### src/rtl/pipe_ctrl.sv
// pipe_ctrl: hold/flush/redirect sequencing for the RV32I pipeline front end.
// Arbitrates ex-stage jumps, multi-cycle ex operations and load-use hazards
// and drives the pc_reg / if_id / id_ex control strobes combinationally so
// the pipeline registers act on them at the same clock edge.
module pipe_ctrl #(
    parameter int unsigned LU_BUBBLES = 1,   // bubbles per load-use hazard, 1..7
    parameter int unsigned MC_TIMEOUT = 64   // wait-for-done limit, 2..255
) (
    input  logic        clk,
    input  logic        rst,

    input  logic [4:0]  id_rs1_addr_i,
    input  logic [4:0]  id_rs2_addr_i,
    input  logic        id_rs1_ren_i,
    input  logic        id_rs2_ren_i,

    input  logic [4:0]  ex_rd_addr_i,
    input  logic        ex_reg_wen_i,
    input  logic        ex_is_load_i,
    input  logic        ex_jump_en_i,
    input  logic [31:0] ex_jump_addr_i,
    input  logic        ex_mc_start_i,
    input  logic        mc_done_i,

    output logic        hold_pc_o,
    output logic        hold_if_id_o,
    output logic        hold_id_ex_o,
    output logic        flush_if_id_o,
    output logic        flush_id_ex_o,
    output logic        jump_en_o,
    output logic [31:0] jump_addr_o,
    output logic        mc_timeout_o,
    output logic [31:0] stall_cnt_o
);

    typedef enum logic [1:0] {
        RUN      = 2'd0,
        STALL_LU = 2'd1,
        WAIT_MC  = 2'd2
    } state_t;

    // Remaining bubbles after the first one, which is issued from RUN.
    localparam logic [2:0] BCNT_INIT  = 3'(LU_BUBBLES - 1);
    localparam logic [7:0] WCNT_LIMIT = 8'(MC_TIMEOUT);

    state_t      state_q, state_d;
    logic [2:0]  bcnt_q, bcnt_d;
    logic [7:0]  wcnt_q, wcnt_d;
    logic        mc_timeout_q;
    logic        timeout_set;
    logic [31:0] stall_cnt_q;

    logic        lu;
    logic        hold_pc, hold_if_id, hold_id_ex;
    logic        flush_if_id, flush_id_ex;
    logic        jump_en;
    logic [31:0] jump_addr;

    // A load in ex whose (non-x0) destination is really read by decode.
    function automatic logic load_use_hit(
        input logic       is_load,
        input logic       reg_wen,
        input logic [4:0] rd,
        input logic       rs1_ren,
        input logic [4:0] rs1,
        input logic       rs2_ren,
        input logic [4:0] rs2
    );
        logic src_match;
        src_match = (rs1_ren && (rs1 == rd)) || (rs2_ren && (rs2 == rd));
        return is_load && reg_wen && (rd != 5'd0) && src_match;
    endfunction

    // Saturating increment for the stall statistics counter.
    function automatic logic [31:0] sat_inc32(input logic [31:0] v);
        return (v == 32'hFFFF_FFFF) ? v : (v + 32'd1);
    endfunction

    assign lu = load_use_hit(ex_is_load_i, ex_reg_wen_i, ex_rd_addr_i,
                             id_rs1_ren_i, id_rs1_addr_i,
                             id_rs2_ren_i, id_rs2_addr_i);

    // Next-state and control-strobe decode; priority jump > multi-cycle > load-use.
    always_comb begin
        state_d     = state_q;
        bcnt_d      = bcnt_q;
        wcnt_d      = wcnt_q;
        timeout_set = 1'b0;
        hold_pc     = 1'b0;
        hold_if_id  = 1'b0;
        hold_id_ex  = 1'b0;
        flush_if_id = 1'b0;
        flush_id_ex = 1'b0;
        jump_en     = 1'b0;
        jump_addr   = 32'd0;

        unique case (state_q)
            RUN: begin
                if (ex_jump_en_i) begin
                    jump_en     = 1'b1;
                    jump_addr   = ex_jump_addr_i;
                    flush_if_id = 1'b1;
                    flush_id_ex = 1'b1;
                end else if (ex_mc_start_i) begin
                    // A result that is ready in the start cycle needs no freeze.
                    if (!mc_done_i) begin
                        hold_pc    = 1'b1;
                        hold_if_id = 1'b1;
                        hold_id_ex = 1'b1;
                        wcnt_d     = 8'd1;
                        state_d    = WAIT_MC;
                    end
                end else if (lu) begin
                    hold_pc     = 1'b1;
                    hold_if_id  = 1'b1;
                    flush_id_ex = 1'b1;
                    if (BCNT_INIT != 3'd0) begin
                        bcnt_d  = BCNT_INIT;
                        state_d = STALL_LU;
                    end
                end
            end

            STALL_LU: begin
                if (ex_jump_en_i) begin
                    // The jump kills the stalled decode instruction anyway.
                    jump_en     = 1'b1;
                    jump_addr   = ex_jump_addr_i;
                    flush_if_id = 1'b1;
                    flush_id_ex = 1'b1;
                    bcnt_d      = 3'd0;
                    state_d     = RUN;
                end else begin
                    hold_pc     = 1'b1;
                    hold_if_id  = 1'b1;
                    flush_id_ex = 1'b1;
                    bcnt_d      = bcnt_q - 3'd1;
                    if (bcnt_q <= 3'd1) begin
                        state_d = RUN;
                    end
                end
            end

            WAIT_MC: begin
                // The ex instruction is frozen, so any jump it reports is stale.
                if (mc_done_i) begin
                    wcnt_d  = 8'd0;
                    state_d = RUN;
                end else if (wcnt_q >= WCNT_LIMIT) begin
                    // Give up on the op: release the front end and bubble id_ex.
                    flush_id_ex = 1'b1;
                    timeout_set = 1'b1;
                    wcnt_d      = 8'd0;
                    state_d     = RUN;
                end else begin
                    hold_pc    = 1'b1;
                    hold_if_id = 1'b1;
                    hold_id_ex = 1'b1;
                    wcnt_d     = wcnt_q + 8'd1;
                end
            end

            default: begin
                state_d = RUN;
                bcnt_d  = 3'd0;
                wcnt_d  = 8'd0;
            end
        endcase
    end

    // State and sequencing counters.
    always_ff @(posedge clk) begin
        if (rst) begin
            state_q <= RUN;
            bcnt_q  <= 3'd0;
            wcnt_q  <= 8'd0;
        end else begin
            state_q <= state_d;
            bcnt_q  <= bcnt_d;
            wcnt_q  <= wcnt_d;
        end
    end

    // Sticky timeout flag and saturating count of PC-hold cycles.
    always_ff @(posedge clk) begin
        if (rst) begin
            mc_timeout_q <= 1'b0;
            stall_cnt_q  <= 32'd0;
        end else begin
            mc_timeout_q <= mc_timeout_q | timeout_set;
            if (hold_pc) begin
                stall_cnt_q <= sat_inc32(stall_cnt_q);
            end
        end
    end

    // Reset masks every output, including the registered ones, immediately.
    assign hold_pc_o     = hold_pc     & ~rst;
    assign hold_if_id_o  = hold_if_id  & ~rst;
    assign hold_id_ex_o  = hold_id_ex  & ~rst;
    assign flush_if_id_o = flush_if_id & ~rst;
    assign flush_id_ex_o = flush_id_ex & ~rst;
    assign jump_en_o     = jump_en     & ~rst;
    assign jump_addr_o   = rst ? 32'd0 : jump_addr;
    assign mc_timeout_o  = mc_timeout_q & ~rst;
    assign stall_cnt_o   = rst ? 32'd0 : stall_cnt_q;

endmodule

### config.mk
export PLATFORM = sky130hd
export DESIGN_NAME = pipe_ctrl
export DESIGN_NICKNAME = d
export VERILOG_FILES = /design/src/rtl/pipe_ctrl.sv
export SDC_FILE = /design/constraint.sdc
export NUM_CORES = 1
export LEC_CHECK = 0
export BUFFER_PORTS_ARGS = -buffer_cell sky130_fd_sc_hd__buf_2
export CAP_MARGIN = 20
export CORE_MARGIN = 1.5
export CORE_UTILIZATION = 35
export CTS_BUF_LIST = sky130_fd_sc_hd__clkbuf_16
export CTS_CLUSTER_SIZE = 10
export DETAILED_ROUTE_END_ITERATION = 12
export HOLD_SLACK_MARGIN = 0.1
export PLACE_DENSITY_LB_ADDON = 0.25
export SETUP_SLACK_MARGIN = 0.05
export SKIP_LAST_GASP = 1
export SLEW_MARGIN = 20
export SYNTH_ARGS = -nofsm -noshare
export SYNTH_HDL_FRONTEND = slang
export SYNTH_SLANG_ARGS = --single-unit
### constraint.sdc
create_clock -name clk -period 4.1 [get_ports clk]
set_input_delay 0.41 -clock clk [delete_from_list [all_inputs] [get_ports clk]]
set_output_delay 0.41 -clock clk [all_outputs]
set_load 0.01 [all_outputs]
## Word-level counts from Yosys, hierarchy flattened

Index checks and enable logic that the tools add are counted.

- Bits of input ports: 56
- Register bits after elaboration: 46
- Logic and storage cells: 81
- Output and inout bits: 71

- Add/sub/neg operators: 3
- Muxes and demuxes: 39
- Eq/ne operators: 10
- Magnitude comparators: 2
- Reduce and logical (&&, ||, !) cells: 13
- Bitwise operators: 9

Operators with widths:

| kind | count |
|---|---|
| 2-to-1 mux 32 bit | 4 |
| 2-to-1 mux 8 bit | 5 |
| adder 32 x 1 -> 32 bit, second input constant | 1 |
| == test 32 bit, second input constant | 1 |
| one-hot mux 8 bit (3 select lines) | 1 |
| 2-to-1 mux 1 bit | 16 |
| 2-to-1 mux 2 bit | 7 |
| == test 5 bit | 2 |
| adder 8 x 1 -> 8 bit, second input constant | 1 |
| >= comparator 8 x 7 -> 1 bit, second input constant | 1 |
| inequality test 2 bit, second input constant | 3 |
| inequality test 3 bit, second input constant | 2 |
| one-hot mux 1 bit (3 select lines) | 2 |
| one-hot mux 2 bit (3 select lines) | 1 |
| one-hot mux 3 bit (2 select lines) | 1 |
| AND 1 bit | 5 |
| logical AND 1 bit | 5 |
| AND reduction 5 bit | 1 |
| nonzero test 5 bit | 1 |
| AND reduction 4 bit | 1 |
| OR reduction 2 bit | 2 |
| <= comparator 3 x 1 -> 1 bit, second input constant | 1 |
| 2-to-1 mux 3 bit | 1 |
| NOT 1 bit | 3 |
| 8 further kinds | 8 |

## Logic depth before layout (Yosys ltp)

- Depth after elaboration: 9
- Depth in mapped cells: 10

## Worst setup path after synthesis

No wires, ideal clock.

- Path type: in2reg
- From: input port ex_rd_addr_i[0]
- To: register stall_cnt_q[16]
- Arrival time: 2113 ps
- Buffers on the path: 2
- Slack: 1865 ps
- Stages: 9
- Path through: or4_1 > nor2_2 > nor3_2 > a41oi_4 > or2_1 > buf_6 > buf_12 > nor3_2 > mux2_4

- Cells in the longest elaborated chain, start to end: 9
- Elaborated cells on any way between the ends: 13
- Those cells by class: eq/ne: 2; mux: 4; reduce/logical: 7

RTL lines:

| element | line | RTL |
|---|---|---|
| from (decl) | 17 | `input logic [4:0] ex_rd_addr_i,` |
| == test 5 bit | 70 | `src_match = (rs1_ren && (rs1 == rd)) \|\| (rs2_ren && (rs2 == rd));` |
| logical AND 1 bit | 70 |  |
| logical OR 1 bit | 70 |  |
| logical AND 1 bit * | 71 | `return is_load && reg_wen && (rd != 5'd0) && src_match;` |
| 2-to-1 mux 1 bit * | 113 | `end else if (lu) begin` |
| 2-to-1 mux 1 bit * | 104 | `end else if (ex_mc_start_i) begin` |
| 2-to-1 mux 1 bit * | 99 | `if (ex_jump_en_i) begin` |
| one-hot mux 1 bit (3 select lines) * | 97 | `unique case (state_q)` |
| AND reduction 2 bit (no source line) * | - |  |
| to (signal assigned) | 192 | `stall_cnt_q <= sat_inc32(stall_cnt_q);` |
| to (decl) | 51 | `logic [31:0] stall_cnt_q;` |

Mark *: on every way between the ends. The rest lies on a longest branch, timed or not.
A chain may end at the register's enable or synchronous reset.

## Worst setup path after layout

- From: register stall_cnt_q[12]
- To: register stall_cnt_q[31]

- Cells in the longest elaborated chain, start to end: 3
- Elaborated cells on any way between the ends: 4
- Those cells by class: add/sub: 1; eq/ne: 1; bitwise: 1; reduce/logical: 1

RTL lines:

| element |
|---|
| branches (longest 3 deep; another with adder 32 x 1 -> 32 bit) |

Several ways; the timed one is not identified.

==> impl_metrics.tcl <==
set metrics [dict create \
    outcome "finished, final reports clean" \
    setup_viol 0 \
    drtPass1Iterations 4 \
    slew_headroom_pct 53.8 \
    met3_length_um 513 \
    cts_tree "done" \
    grt_pass1_vias 2557 \
    yosys_warnings 0 \
    dp_cells 546 \
    htreeDepth 2 \
    drt_wl_total_mm 7.71 \
    clk_pin_slew_ns 0.06 \
    wl_per_cell_um 13.9 \
    fmax_ghz 0.384 \
    root_buffer "clkbuf_16" \
    drive_gt1_share_pct 36.6 \
    worstPathRequired_ns 4.28 \
    syn2layout_area_growth_pct 29.7 \
    cap_violations 0 \
    rows 31 \
    num_antenna_cells 0 \
    hpwlAfterDp_mm 5.92 \
    syn_nets 396 \
    place_congestion 0.814 \
    end_kind "register" \
    crit_buf_inv 0 \
    reg2reg_from "stall_cnt_q[12]$_SDFFE_PP0P_" \
    hp-class "reg2reg" \
    grt_usage_pct 18.2 \
    slowest_delay_ns 0.58 \
    synth.avg_cell_area_um2 8.03 \
    syn_inst 338 \
    critical_path.max_fanout 19 \
    ys_seq_area_share_pct 31.0 \
    cp-startpoint "stall_cnt_q[12]$_SDFFE_PP0P_" \
    worstHoldStart "mc_timeout_q$_SDFF_PP0_" \
    slew_violations 0 \
    finalNetCount 512 \
    routed_via_density 5.06 \
    crit_path_end "stall_cnt_q[31]$_SDFFE_PP0P_" \
    r2r-end "stall_cnt_q[31]$_SDFFE_PP0P_" \
    drt_iter0_markers 100 \
    wl_met1_mm 3.24 \
    r2r_slack_ns 1.50 \
    synth-seq-cells 42 \
    fp.dieW_um 91.1 \
    powerDensity_mw_per_mm2 260 \
    layout.cells.non_filler 553 \
    crit_slowest_cell "or2_1" \
    highest_layer "met4" \
    arrival_ns 2.78 \
    fin_crit_ns 2.60 \
    nFillCells 775 \
    postCtsHoldBufs 0 \
    ir_worst_vdd_v 0.000186 \
    antenna_found_initial 0 \
    netlist_area_mm2 0.00272 \
    fin_skew_ns 0.00750 \
    cpLargestDelayFamily "simple AND/OR/NAND/NOR gates" \
    tightestPinTransition_ns 0.693 \
    power_leakage_nw 1.62 \
    grt_pass1_wl_mm 12.3 \
    rsz0062_at_grt "false" \
    vias 2799 \
    crit_chain "nand4_1 > nor4_2 > nand3_1 > nor2_4 > or2_1 > nor4_1 > mux2_1" \
    port_buffers 126 \
    grt.overflow.total 0 \
    power_mw 0.915 \
    critPathKind "reg2reg" \
    initial_utilization_pct 36.8 \
    wl_met2_mm 3.81 \
    cts_resized 0 \
    async_flop_share_pct 0 \
    finalCritPeriodShare_pct 63.5 \
    io_pins 127 \
    yosysUniqueCellTypes 45 \
    cts_sinks 42 \
    path_depth 7 \
    die_area_mm2 0.00829 \
    synthFlopType "dfxtp_1" \
    grt_start_max_net_pins 41 \
    drc 0 \
    coreArea_mm2 0.00737 \
    clockBufferDepth 2 \
    die_h_um 91.1 \
    ant_nets 0 \
    start_kind "register" \
    ff2ff_path_depth 7 \
    post_cts_buffers 0 \
    clk-insertion-delay-late_ns 0.29 \
    cts_buffers 5 \
    synth_edf_count 0 \
    hold_violations 0 \
    fin_setup_tns_ns 0 \
]
worst register-to-register path, cell delays in order, from the launching register on:
cell	delay, ns
dfxtp_1	0.43
nand4_1	0.22
nor4_2	0.41
nand3_1	0.19
nor2_4	0.21
or2_1	0.58
nor4_1	0.14
mux2_1	0.33
synth_stat cells (2+ instances only):
master / number / area share [%]
a211oi_1: 4 / 1.1
a21oi_1: 8 / 1.5
and2_1: 34 / 7.8
and3_1: 9 / 2.1
and4_1: 3 / 0.97
buf_1: 3 / 0.41
buf_4: 2 / 0.55
clkbuf_1: 11 / 1.5
dfxtp_1: 42 / 31
ha_1: 2 / 0.92
mux2_2: 14 / 5.8
mux2_4: 3 / 1.7
nand2_1: 25 / 3.5
nand3_1: 22 / 4.1
nand4_1: 9 / 2.1
nor2_1: 41 / 5.7
nor2b_1: 34 / 7.8
nor3_1: 7 / 1.3
nor3_2: 4 / 1.5
nor3b_1: 3 / 0.83
nor4_1: 4 / 0.92
nor4_2: 2 / 0.92
o21ai_0: 8 / 1.5
or4_1: 7 / 1.9
xnor2_1: 17 / 5.5
layer usage:
layer	vias up	global-route usage, %
met1	1288	21.4
met3	12	4.10
li1	1392	-
met2	107	32.0
met4	0	7.03
met5	-	0
layout make-up:
cell class              count  area (µm²)  area share [%]
flip-flops and latches     42         841            23.9
clock buffers               5         125            3.55
multi-input cells         276        1770            50.3
repair buffers            128         646            18.3
well taps                  99         124            3.52
clock inverters             2        10.0           0.284
inverters                   1        3.75           0.107
cells in the final DEF (no fill, tap or decap), drive strengths merged:
cell and count:
ha 2, a211oi 4, or4 7, nand2 25
and4 3, nor3b 3, clkinv 2, a21oi 8
a311oi 2, a41oi 2, buf 128, nand2b 1
a31oi 1, nor2b 34, nor4b 1, o21ai 8
nand4 9, mux2 18, nor3 11, nor2 43
nor4 6, clkbuf 5, nand3 22, dfxtp 42
and3 9, and2 35, o22ai 1, inv 1
a22oi 1, xnor2 17, or2 2, or2b 1
stage by stage:
stage          setup WS [ns]  util (%)  instance area (µm²)  hold slack, ns
4_1_cts                 1.51      47.8                 3520           0.476
6_report                1.50      47.8                 3520           0.473
3_3_place_gp            1.35      45.9                 3390           0.445
3_5_place_dp            1.28      45.9                 3390           0.457
2_1_floorplan           1.87         -                 2720           0.429
5_1_grt                 1.30      47.8                 3520           0.495
sequential cells by signal, indices dropped and copies added, names as in the netlist:
name and count:
stall_cnt_q 32, wcnt_q 8, mc_timeout_q 1, state_q 1
kinds of logic (layout without fill, tap and decap cells):
| logic type | after synthesis | count (layout) | synth area share, % |
|---|---|---|---|
| DFF | 42 | 42 | 31.0 |
| AOI/OAI and AO/OA | 27 | 27 | 7.24 |
| xor gates and xnor gates | 17 | 17 | 5.48 |
| and+or+nand+nor | 212 | 212 | 43.5 |
| adders and majority gates | 2 | 2 | 0.922 |
| muxes | 18 | 18 | 7.88 |
| buffers and inverters | 20 | 136 | 3.96 |
where the power goes:
group          switching, mW  internal, mW
Sequential           0.00404         0.411
Combinational         0.0677        0.0556
Clock                  0.157         0.220
Total                  0.229         0.686
worst min-delay path by stage:
stage	to	slack (ns)	cells past startpoint
global route	mc_timeout_q$_SDFF_PP0_	0.49	2
global placement	mc_timeout_q$_SDFF_PP0_	0.44	2
floorplan	mc_timeout_q$_SDFF_PP0_	0.43	2
finish	mc_timeout_q$_SDFF_PP0_	0.47	2
CTS	mc_timeout_q$_SDFF_PP0_	0.48	2
detailed placement	mc_timeout_q$_SDFF_PP0_	0.46	2
Note: power is estimated with default switching activity, not from simulation.
